File: src/rtl/lcd_seq_pkg.sv
// lcd_seq_pkg: FSM state codes, init ROM, RS encodings and the long-instruction predicate shared by the LCD sequencer
package lcd_seq_pkg;
  typedef logic [2:0] state_t;
  localparam state_t ST_PWRUP = 3'd0;
  localparam state_t ST_INIT  = 3'd1;
  localparam state_t ST_IDLE  = 3'd2;
  localparam state_t ST_SETUP = 3'd3;
  localparam state_t ST_EHIGH = 3'd4;
  localparam state_t ST_HOLD  = 3'd5;
  localparam state_t ST_WAIT  = 3'd6;
  localparam logic RS_INSTR = 1'b0;
  localparam logic RS_DATA  = 1'b1;
  localparam int INIT_LEN = 6;
  localparam logic [7:0] INIT_ROM [INIT_LEN] = '{8'h38, 8'h38, 8'h38, 8'h0C, 8'h01, 8'h06};
  function automatic logic is_long(input logic rs, input logic [7:0] data);
    return rs != RS_DATA && data[7:2] == 6'd0;
  endfunction
endpackage

File: src/rtl/lcd_access_sequencer_if.sv
// lcd_access_sequencer_if: h/s requester handshakes (valid, rs, data, ready), init_done and LCD pins; slave = sequencer, master = environment
interface lcd_access_sequencer_if;
  logic       h_valid, h_rs, h_ready;
  logic [7:0] h_data;
  logic       s_valid, s_rs, s_ready;
  logic [7:0] s_data;
  logic       init_done;
  logic       lcd_RS, lcd_RW, lcd_E, lcd_data_oe;
  logic [7:0] lcd_data_out;
  modport slave (
    input  h_valid, h_rs, h_data, s_valid, s_rs, s_data,
    output h_ready, s_ready, init_done, lcd_RS, lcd_RW, lcd_E, lcd_data_out, lcd_data_oe
  );
  modport master (
    output h_valid, h_rs, h_data, s_valid, s_rs, s_data,
    input  h_ready, s_ready, init_done, lcd_RS, lcd_RW, lcd_E, lcd_data_out, lcd_data_oe
  );
endinterface

File: src/rtl/lcd_delay_counter.sv
// lcd_delay_counter: down-counter; load/load_val reload it, done is high while the count is zero
module lcd_delay_counter #(
  parameter int unsigned CNT_W = 32
) (
  input  logic             clk_clk,
  input  logic             reset_reset_n,
  input  logic             load,
  input  logic [CNT_W-1:0] load_val,
  output logic             done
);
  logic [CNT_W-1:0] cnt_q, cnt_d;
  assign done = cnt_q == '0;
  always_comb cnt_d = load ? load_val : (done ? cnt_q : cnt_q - CNT_W'(1));
  always_ff @(posedge clk_clk or negedge reset_reset_n) begin
    if (!reset_reset_n) cnt_q <= '0;
    else cnt_q <= cnt_d;
  end
endmodule

File: src/rtl/lcd_access_sequencer.sv
// lcd_access_sequencer: HD44780 write sequencer; clk_clk/reset_reset_n plus bus (h/s valid-ready byte ports, init_done, lcd_RS/RW/E/data_out/data_oe)
module lcd_access_sequencer
  import lcd_seq_pkg::*;
#(
  parameter int unsigned SETUP_CYC   = 2,
  parameter int unsigned E_HIGH_CYC  = 12,
  parameter int unsigned HOLD_CYC    = 2,
  parameter int unsigned EXEC_CYC    = 2000,
  parameter int unsigned CLEAR_CYC   = 82000,
  parameter int unsigned POWERUP_CYC = 2000000,
  parameter int unsigned CNT_W       = 32
) (
  input logic                   clk_clk,
  input logic                   reset_reset_n,
  lcd_access_sequencer_if.slave bus
);
  state_t           state_q, state_d;
  logic [2:0]       idx_q, idx_d;
  logic [7:0]       data_q, data_d;
  logic             rs_q, rs_d;
  logic             armed_q, armed_d;
  logic             init_done_q, init_done_d;
  logic             ready_q, ready_d;
  logic             e_q, e_d;
  logic             oe_q, oe_d;
  logic             ld, done;
  logic [CNT_W-1:0] ld_val;
  lcd_delay_counter #(.CNT_W(CNT_W)) u_cnt (
    .clk_clk       (clk_clk),
    .reset_reset_n (reset_reset_n),
    .load          (ld),
    .load_val      (ld_val),
    .done          (done)
  );
  // Power-up needs one cycle to arm the counter because the counter resets to zero.
  always_comb begin
    state_d     = state_q;
    idx_d       = idx_q;
    rs_d        = rs_q;
    data_d      = data_q;
    armed_d     = armed_q;
    init_done_d = init_done_q;
    ld          = 1'b0;
    ld_val      = '0;
    case (state_q)
      ST_PWRUP: begin
        armed_d = 1'b1;
        ld      = !armed_q;
        ld_val  = CNT_W'(POWERUP_CYC - 1);
        state_d = (armed_q && done) ? ST_INIT : ST_PWRUP;
      end
      ST_INIT: begin
        rs_d    = RS_INSTR;
        data_d  = INIT_ROM[idx_q];
        idx_d   = idx_q + 3'd1;
        ld      = 1'b1;
        ld_val  = CNT_W'(SETUP_CYC - 1);
        state_d = ST_SETUP;
      end
      ST_IDLE: begin
        if (ready_q && (bus.h_valid || bus.s_valid)) begin
          rs_d    = bus.h_valid ? bus.h_rs : bus.s_rs;
          data_d  = bus.h_valid ? bus.h_data : bus.s_data;
          ld      = 1'b1;
          ld_val  = CNT_W'(SETUP_CYC - 1);
          state_d = ST_SETUP;
        end
      end
      ST_SETUP: begin
        ld      = done;
        ld_val  = CNT_W'(E_HIGH_CYC - 1);
        state_d = done ? ST_EHIGH : ST_SETUP;
      end
      ST_EHIGH: begin
        ld      = done;
        ld_val  = CNT_W'(HOLD_CYC - 1);
        state_d = done ? ST_HOLD : ST_EHIGH;
      end
      ST_HOLD: begin
        ld      = done;
        ld_val  = is_long(rs_q, data_q) ? CNT_W'(CLEAR_CYC - 1) : CNT_W'(EXEC_CYC - 1);
        state_d = done ? ST_WAIT : ST_HOLD;
      end
      ST_WAIT: begin
        if (done) begin
          init_done_d = init_done_q || idx_q == 3'(INIT_LEN);
          state_d     = init_done_d ? ST_IDLE : ST_INIT;
        end
      end
      default: state_d = ST_PWRUP;
    endcase
    e_d     = state_d == ST_EHIGH;
    oe_d    = state_d inside {ST_SETUP, ST_EHIGH, ST_HOLD};
    ready_d = state_d == ST_IDLE && init_done_d;
  end
  always_ff @(posedge clk_clk or negedge reset_reset_n) begin
    if (!reset_reset_n) begin
      state_q     <= ST_PWRUP;
      idx_q       <= '0;
      rs_q        <= 1'b0;
      data_q      <= '0;
      armed_q     <= 1'b0;
      init_done_q <= 1'b0;
      ready_q     <= 1'b0;
      e_q         <= 1'b0;
      oe_q        <= 1'b0;
    end else begin
      state_q     <= state_d;
      idx_q       <= idx_d;
      rs_q        <= rs_d;
      data_q      <= data_d;
      armed_q     <= armed_d;
      init_done_q <= init_done_d;
      ready_q     <= ready_d;
      e_q         <= e_d;
      oe_q        <= oe_d;
    end
  end
  assign bus.h_ready      = ready_q;
  assign bus.s_ready      = ready_q && !bus.h_valid;
  assign bus.init_done    = init_done_q;
  assign bus.lcd_RS       = rs_q;
  assign bus.lcd_RW       = 1'b0;
  assign bus.lcd_E        = e_q;
  assign bus.lcd_data_out = data_q;
  assign bus.lcd_data_oe  = oe_q;
endmodule

File: src/flat_wrapper.sv
// flat-port wrapper written by rule: the top's interface ports become plain ports
module lcd_access_sequencer_flat import lcd_seq_pkg::*;
#(
  parameter int unsigned SETUP_CYC   = 2,
  parameter int unsigned E_HIGH_CYC  = 12,
  parameter int unsigned HOLD_CYC    = 2,
  parameter int unsigned EXEC_CYC    = 2000,
  parameter int unsigned CLEAR_CYC   = 82000,
  parameter int unsigned POWERUP_CYC = 2000000,
  parameter int unsigned CNT_W       = 32
)
  (clk_clk, reset_reset_n, bus_h_valid, bus_h_rs, bus_h_data, bus_s_valid, bus_s_rs, bus_s_data, bus_h_ready, bus_s_ready, bus_init_done, bus_lcd_RS, bus_lcd_RW, bus_lcd_E, bus_lcd_data_out, bus_lcd_data_oe);
  lcd_access_sequencer_if bus_i ();
  input logic clk_clk;
  input logic reset_reset_n;
  input wire logic [$bits(bus_i.h_valid)-1:0] bus_h_valid;
  input wire logic [$bits(bus_i.h_rs)-1:0] bus_h_rs;
  input wire logic [$bits(bus_i.h_data)-1:0] bus_h_data;
  input wire logic [$bits(bus_i.s_valid)-1:0] bus_s_valid;
  input wire logic [$bits(bus_i.s_rs)-1:0] bus_s_rs;
  input wire logic [$bits(bus_i.s_data)-1:0] bus_s_data;
  output wire logic [$bits(bus_i.h_ready)-1:0] bus_h_ready;
  output wire logic [$bits(bus_i.s_ready)-1:0] bus_s_ready;
  output wire logic [$bits(bus_i.init_done)-1:0] bus_init_done;
  output wire logic [$bits(bus_i.lcd_RS)-1:0] bus_lcd_RS;
  output wire logic [$bits(bus_i.lcd_RW)-1:0] bus_lcd_RW;
  output wire logic [$bits(bus_i.lcd_E)-1:0] bus_lcd_E;
  output wire logic [$bits(bus_i.lcd_data_out)-1:0] bus_lcd_data_out;
  output wire logic [$bits(bus_i.lcd_data_oe)-1:0] bus_lcd_data_oe;
  assign bus_i.h_valid = bus_h_valid;
  assign bus_i.h_rs = bus_h_rs;
  assign bus_i.h_data = bus_h_data;
  assign bus_i.s_valid = bus_s_valid;
  assign bus_i.s_rs = bus_s_rs;
  assign bus_i.s_data = bus_s_data;
  assign bus_h_ready = bus_i.h_ready;
  assign bus_s_ready = bus_i.s_ready;
  assign bus_init_done = bus_i.init_done;
  assign bus_lcd_RS = bus_i.lcd_RS;
  assign bus_lcd_RW = bus_i.lcd_RW;
  assign bus_lcd_E = bus_i.lcd_E;
  assign bus_lcd_data_out = bus_i.lcd_data_out;
  assign bus_lcd_data_oe = bus_i.lcd_data_oe;
  lcd_access_sequencer #(.SETUP_CYC(SETUP_CYC), .E_HIGH_CYC(E_HIGH_CYC), .HOLD_CYC(HOLD_CYC), .EXEC_CYC(EXEC_CYC), .CLEAR_CYC(CLEAR_CYC), .POWERUP_CYC(POWERUP_CYC), .CNT_W(CNT_W)) u_core (.clk_clk(clk_clk), .reset_reset_n(reset_reset_n), .bus(bus_i));
endmodule
File: config.mk
export PLATFORM = sky130hd
export DESIGN_NAME = lcd_access_sequencer_flat
export DESIGN_NICKNAME = d
export VERILOG_FILES = /design/src/rtl/lcd_seq_pkg.sv /design/src/rtl/lcd_access_sequencer_if.sv /design/src/rtl/lcd_delay_counter.sv /design/src/rtl/lcd_access_sequencer.sv /design/src/flat_wrapper.sv
export SDC_FILE = /design/constraint.sdc
export NUM_CORES = 1
export LEC_CHECK = 0
export CORE_ASPECT_RATIO = 0.9
export CORE_MARGIN = 5
export CORE_UTILIZATION = 38
export CTS_BUF_LIST = sky130_fd_sc_hd__clkbuf_4
export CTS_CLUSTER_DIAMETER = 150
export DETAILED_ROUTE_END_ITERATION = 12
export PLACE_DENSITY = 0.54
export SYNTH_ARGS = -nofsm -noshare
export SYNTH_HDL_FRONTEND = slang
export SYNTH_SLANG_ARGS = --single-unit
File: constraint.sdc
create_clock -name clk_clk -period 4.05 [get_ports clk_clk]
set_clock_uncertainty 0.05 [all_clocks]
set_input_delay 0.6075 -clock clk_clk [delete_from_list [all_inputs] [get_ports clk_clk]]
set_output_delay 0.6075 -clock clk_clk [all_outputs]
set_load 0.01 [all_outputs]
# Yosys cells after proc, flatten, opt, wreduce, memory -nomap -nowiden
# Memory sizes are Yosys's and may differ from the RTL's.
# Index checks and enable logic that the tools add are counted.
# Widths: inputs -> output; s select.
dict set report word_totals {
  ff_bits 52
  rom_bits 64
  out_inout_bits 15
  wordCells 71
  mem_count 1
}
dict set report classes {
  n_addsub 2
  n_lt_le_gt_ge 1
  eq_ne 13
  muxes 25
  bitwise_logic 2
  reduce_logical 17
}
# memory depth word_bits read_ports rd_clocked_by_memory_dff write_ports line_no
set memory_table {}
lappend memory_table {{(name not given)} 8 8 1 0 0 lcd_access_sequencer.sv:54} ;# data_d = INIT_ROM[idx_q];
# operator count
set ops {}
lappend ops {{$pmux 32 s5} 1}
lappend ops {{$mux 32} 2}
lappend ops {{$logic_not 32->1} 1}
lappend ops {{$mux 8} 4}
lappend ops {{$sub 32x1->32 const B} 1}
lappend ops {{$pmux 3 s7} 1}
lappend ops {{$eq 3x3->1 const B} 6}
lappend ops {{$mux 17} 1}
lappend ops {{$pmux 8 s2} 1}
lappend ops {{$eq 3x2->1 const B} 4}
lappend ops {{$mux 3} 3}
lappend ops {{$mux 1} 8}
lappend ops {{$logic_not 6->1} 1}
lappend ops {{$logic_and 1x1->1} 5}
lappend ops {{$ge 4x4->1 const B} 1}
lappend ops {{$mux 2} 2}
lappend ops {{$not 3->4} 1}
lappend ops {{$pmux 1 s4} 1}
lappend ops {{$add 3x1->3 const B} 1}
lappend ops {{$eq 3x1->1 const B} 1}
lappend ops {{$logic_not 3->1} 1}
lappend ops {{$reduce_bool 3->1} 1}
lappend ops {{$reduce_or 3->1} 1}
lappend ops {{$logic_not 1->1} 2}
lappend ops {{8 further kinds} 9}

# Depth between registers and ports, before layout
dict set report logic_depth {
  word_depth 7
  depth_mapped 8
  depth_no_buf 7
}

# By module
# A second synthesis with hierarchy kept.
dict set report unflattened {
  cells_unflattened 342
  hier_area_um2 3115.5
}
# module instances cells_each area_per_inst_um2 seq_area_each_um2
set by_module_without_submodules {}
lappend by_module_without_submodules {lcd_delay_counter 1 201 1854.3 800.8}
lappend by_module_without_submodules {lcd_access_sequencer 1 141 1261.2 500.5}

# Worst setup path after synthesis
# No wires, ideal clock.
dict set report synth_path {
  path_kind {register to register}
  start {register u_core.u_cnt.cnt_q[8]}
  end {register u_core.u_cnt.cnt_q[28]}
  setup_ns 0.134
  t_arrival_ns 2.495
  path_slack_ns 1.371
  stages_incl_launch_ff 9
  n_path_buf 3
  period_less_slack_ns 2.679
  path_cell_list {dfrtp_1 > or4_1 > buf_2 > or3_4 > or4_4 > buf_6 > o21ai_4 > buf_6 > a21oi_2}
}
dict set report synth_between {
  elab_chain_len 3
  elab_cells_between_ends 6
}
# element line_no
set synth_lines {}
lappend synth_lines {{start: declaration} lcd_delay_counter.sv:11} ;# logic [CNT_W-1:0] cnt_q, cnt_d;
lappend synth_lines {{start signal: assignment} lcd_delay_counter.sv:16} ;# else cnt_q <= cnt_d;
lappend synth_lines {{$sub 32x1->32 / $logic_not 32->1 (equally long branches)} {lcd_delay_counter.sv:13, lcd_delay_counter.sv:12}}
lappend synth_lines {{$mux 32 / $pmux 1 s4 (equally long branches)} {lcd_delay_counter.sv:13, lcd_access_sequencer.sv:45}}
lappend synth_lines {{$mux 32 / $ne 2x2->1 (equally long branches)} --}
# Several ways; a longest one is shown, not always the timed one. The select of a mux whose other input is x is not followed.
# A chain may end at the register's enable or synchronous reset.

# Worst setup path in the final report
dict set report layout_path {
  start {register u_core.u_cnt.cnt_q[24]}
  end {register u_core.u_cnt.cnt_q[18]}
}
dict set report layout_between {
  elab_chain_len 3
  elab_cells_between_ends 4
}
# element line_no
set layout_lines {}
lappend layout_lines {{$logic_not 32->1 *} lcd_delay_counter.sv:12} ;# assign done = cnt_q == '0;
lappend layout_lines {{$pmux 1 s4} lcd_access_sequencer.sv:45} ;# case (state_q)
lappend layout_lines {{$ne 2x2->1 (no source line) / $mux 32 (equally long branches)} --}
# Every way passes the cells marked *; elsewhere a longest branch is shown, timed or not.

==> impl_metrics.yaml <==
place:
  place.gp.congestion: 0.789
  hpwlAfterDp_mm: 5.37
  dp_cells: 439
  portBuffers: 35
  pre_cts_ws_ps: 947
routing:
  dr.pass1.iters: 4
  drc: 0
  wirelength_mm: 7.29
  wl_per_cell_um: 16.4
  ant_nets: 0
  routed_via_density: 5.58
  drtIter0Drc: 137
  route.vias.total: 2488
grt:
  grt_pass1_wl_mm: 11.9
  grt_max_degree: 34
  first_global_vias: 2303
  antenna_found_initial: 0
  gr-total-overflow: 0
  grtUsageTotal_pct: 14.8
timing:
  worstMarginPinSlew_ps: 798
  grt_setup_unrepaired: "false"
  hold_violations: 0
  fin_crit_sh_pct: 76.0
  setup_slack_ps: 973
  max_freq_ghz: 0.325
  max-slew-margin-rel_pct: 46.4
  setup_viol: 0
  layout_min_cycle_time_ps: 3080
  drv_slew: 0
  totalNegativeSetupSlack_ps: 0
outcome:
  outcome: "finished clean"
critical_path:
  crit_slowest_cell: "or4_1"
  cp_max_fo: 19
  startpoint_type: "flop"
  rrSetupSlack_ps: 970
  arrival_ps: 3270
  r2r_start: "u_core.u_cnt.cnt_q[24]"
  cp_common_cell: "or4_4"
  worst-path-buf-inv: 0
  worstPathRequired_ps: 4250
  slowest_delay_ps: 620
  worstSetupPathType: "reg2reg"
  worstSetupStartpoint: "u_core.u_cnt.cnt_q[24]"
  path_delay_family: "simple AND/OR/NAND/NOR gates"
  r2r_end: "u_core.u_cnt.cnt_q[18]"
  setup.worst_path.end_class: "flop"
  path_cells: "or4_1 > or4_4 > or4_4 > o21ai_4 > a221oi_1"
  endpoint: "u_core.u_cnt.cnt_q[18]"
  crit_cells: 5
  reg2regPathDepth: 5
synthesis:
  synthMostInstantiatedCell: "dfrtp_1"
  yosys_warnings: 0
  ys_ff_latch: 52
  ys_top_cells_by_area: "dfrtp_1, or4_1, mux2_2"
  synthDistinctLibCells: 57
  netlist.area_leader.share_pct: 41.9
  synth_nets: 345
  synth_edf_count: 0
  yosys-top-cells-count: "dfrtp_1, nor2_1, or4_1"
  seq_area_frac_synth_pct: 41.9
  synth_top_area_cell: "dfrtp_1"
  syn_area_per_cell_um2: 9.77
  syn_inst: 318
  async_flop_share_pct: 100
  ys.flop_type: "dfrtp_1"
  syn_area_um2: 3110
min_path:
  hp-class: "in2async"
power:
  power_frac_clock_pct: 29.5
  p_seq_share_pct: 65.5
  power_mw: 0.793
  powerDensity_nw_per_um2: 221
  p_sw_share_pct: 22.8
  leakage_nw: 1.40
  switching_power_mw: 0.180
  ir_drop_mv: 0.0949
  p_comb_share_pct: 4.9
  p_int_mw: 0.612
clock_tree:
  root_buffer: "clkbuf_4"
  cts_made_buffers: 5
  cts-resized-gates: 0
  cts.clk_slew.worst_paths_ps: 160
  holdBufCountCts: 0
  postCtsSetupRepairBufs: 0
  cts_max_level: 2
  cts.sinks: 52
  cts_tree: "done"
  clockBufferDepth: 2
  clock_latency_ps: 380
flow_run:
  cap_viol_max_count: 0
cells_and_area:
  n_antenna_cell: 0
  finalNetCount: 374
  drive_above_1_share_pct: 13.8
  layoutNonFillerInstCount: 446
  area_growth_pct: 15.3
floorplanning:
  io_pins: 37
  die_w_um: 105
  core-area_um2: 8030
  initial_core_util_pct: 38.7
  fp.dieH_um: 95.8
  placementRows: 31
  dieArea_um2: 10100
==> worst min path at each step <==
stage / end / slack [ps] / start / cells after the start
floorplan: u_core.armed_q / 260 / reset_reset_n / 0
global placement: u_core.bus.lcd_data_out[0] / 440 / u_core.bus.lcd_data_out[0] / 1
detailed placement: u_core.bus.lcd_data_out[0] / 450 / u_core.bus.lcd_data_out[0] / 1
CTS: u_core.u_cnt.cnt_q[28] / 260 / reset_reset_n / 1
global route: u_core.u_cnt.cnt_q[1] / 290 / reset_reset_n / 1
finish: u_core.u_cnt.cnt_q[26] / 240 / reset_reset_n / 1
==> cell usage in the layout (no fill, tap or decap), types with 10 or more instances in the layout <==
cell / count
xnor2_1: 10
o21ai_0: 15
a21oi_1: 14
or3_1: 10
dfrtp_1: 52
a21oi_2: 10
clkdlybuf4s50_1: 34
nand2_1: 17
nor2_1: 20
o31ai_1: 15
mux2_2: 11
or4_1: 18
==> power groups by stage <==
stage                     Combinational (mW)  Clock (mW)  Sequential, mW
final                                 0.0392       0.234           0.519
after floorplan                      0.00846           0           0.529
after global placement                0.0401           0           0.529
after global routing                  0.0437       0.267           0.520
after detailed placement              0.0402           0           0.529
after CTS                             0.0403       0.249           0.519
==> registers in the layout, indices dropped and copies added, names as in the netlist <==
name and count:
u_core.bus.h_ready 1, u_core.bus.lcd_E 1, u_core.bus.lcd_data_out 8, u_core.u_cnt.cnt_q 32, u_core.bus.init_done 1, u_core.idx_q 3
u_core.state_q 3, u_core.bus.lcd_data_oe 1, u_core.bus.lcd_RS 1, u_core.armed_q 1
==> per-layer routing <==
| layer | wire length, µm | share of wire, % | GRT usage (%) |
|---|---|---|---|
| met5 | 0 | 0 | 0 |
| met4 | 90 | 1.2 | 4.70 |
| met3 | 151 | 2.1 | 2.28 |
| met2 | 3240 | 44 | 21.8 |
| met1 | 3810 | 52 | 22.0 |
==> final cells by class <==
type | instances | area (µm²)
Sequential cell | 52 | 1300
Fill cell | 755 | 4450
Multi-Input combinational cell | 238 | 1680
Tap cell | 99 | 124
Clock buffer | 6 | 45.0
Clock inverter | 1 | 5.00
Timing Repair Buffer | 42 | 398
Inverter | 8 | 30.0
==> per-stage QoR <==
step           hold slack (ps)  instance area, µm²  util, %
2_1_floorplan              262                3110        -
4_1_cts                    260                3580     44.6
6_report                   237                3580     44.6
3_3_place_gp               440                3530     44.0
5_1_grt                    286                3580     44.6
3_5_place_dp               446                3530     44.0
==> kinds of logic after synthesis <==
family          after synthesis  share of synthesized area, %
compound gates               78                          17.5
xor+xnor                     17                          4.79
fa+ha+maj                     5                          2.01
buf+inv                      28                          4.35
flops                        52                          41.9
mux                          19                          6.56
other cells                   1                         0.121
simple gates                118                          22.8
(Power assumes the default switching activity.)
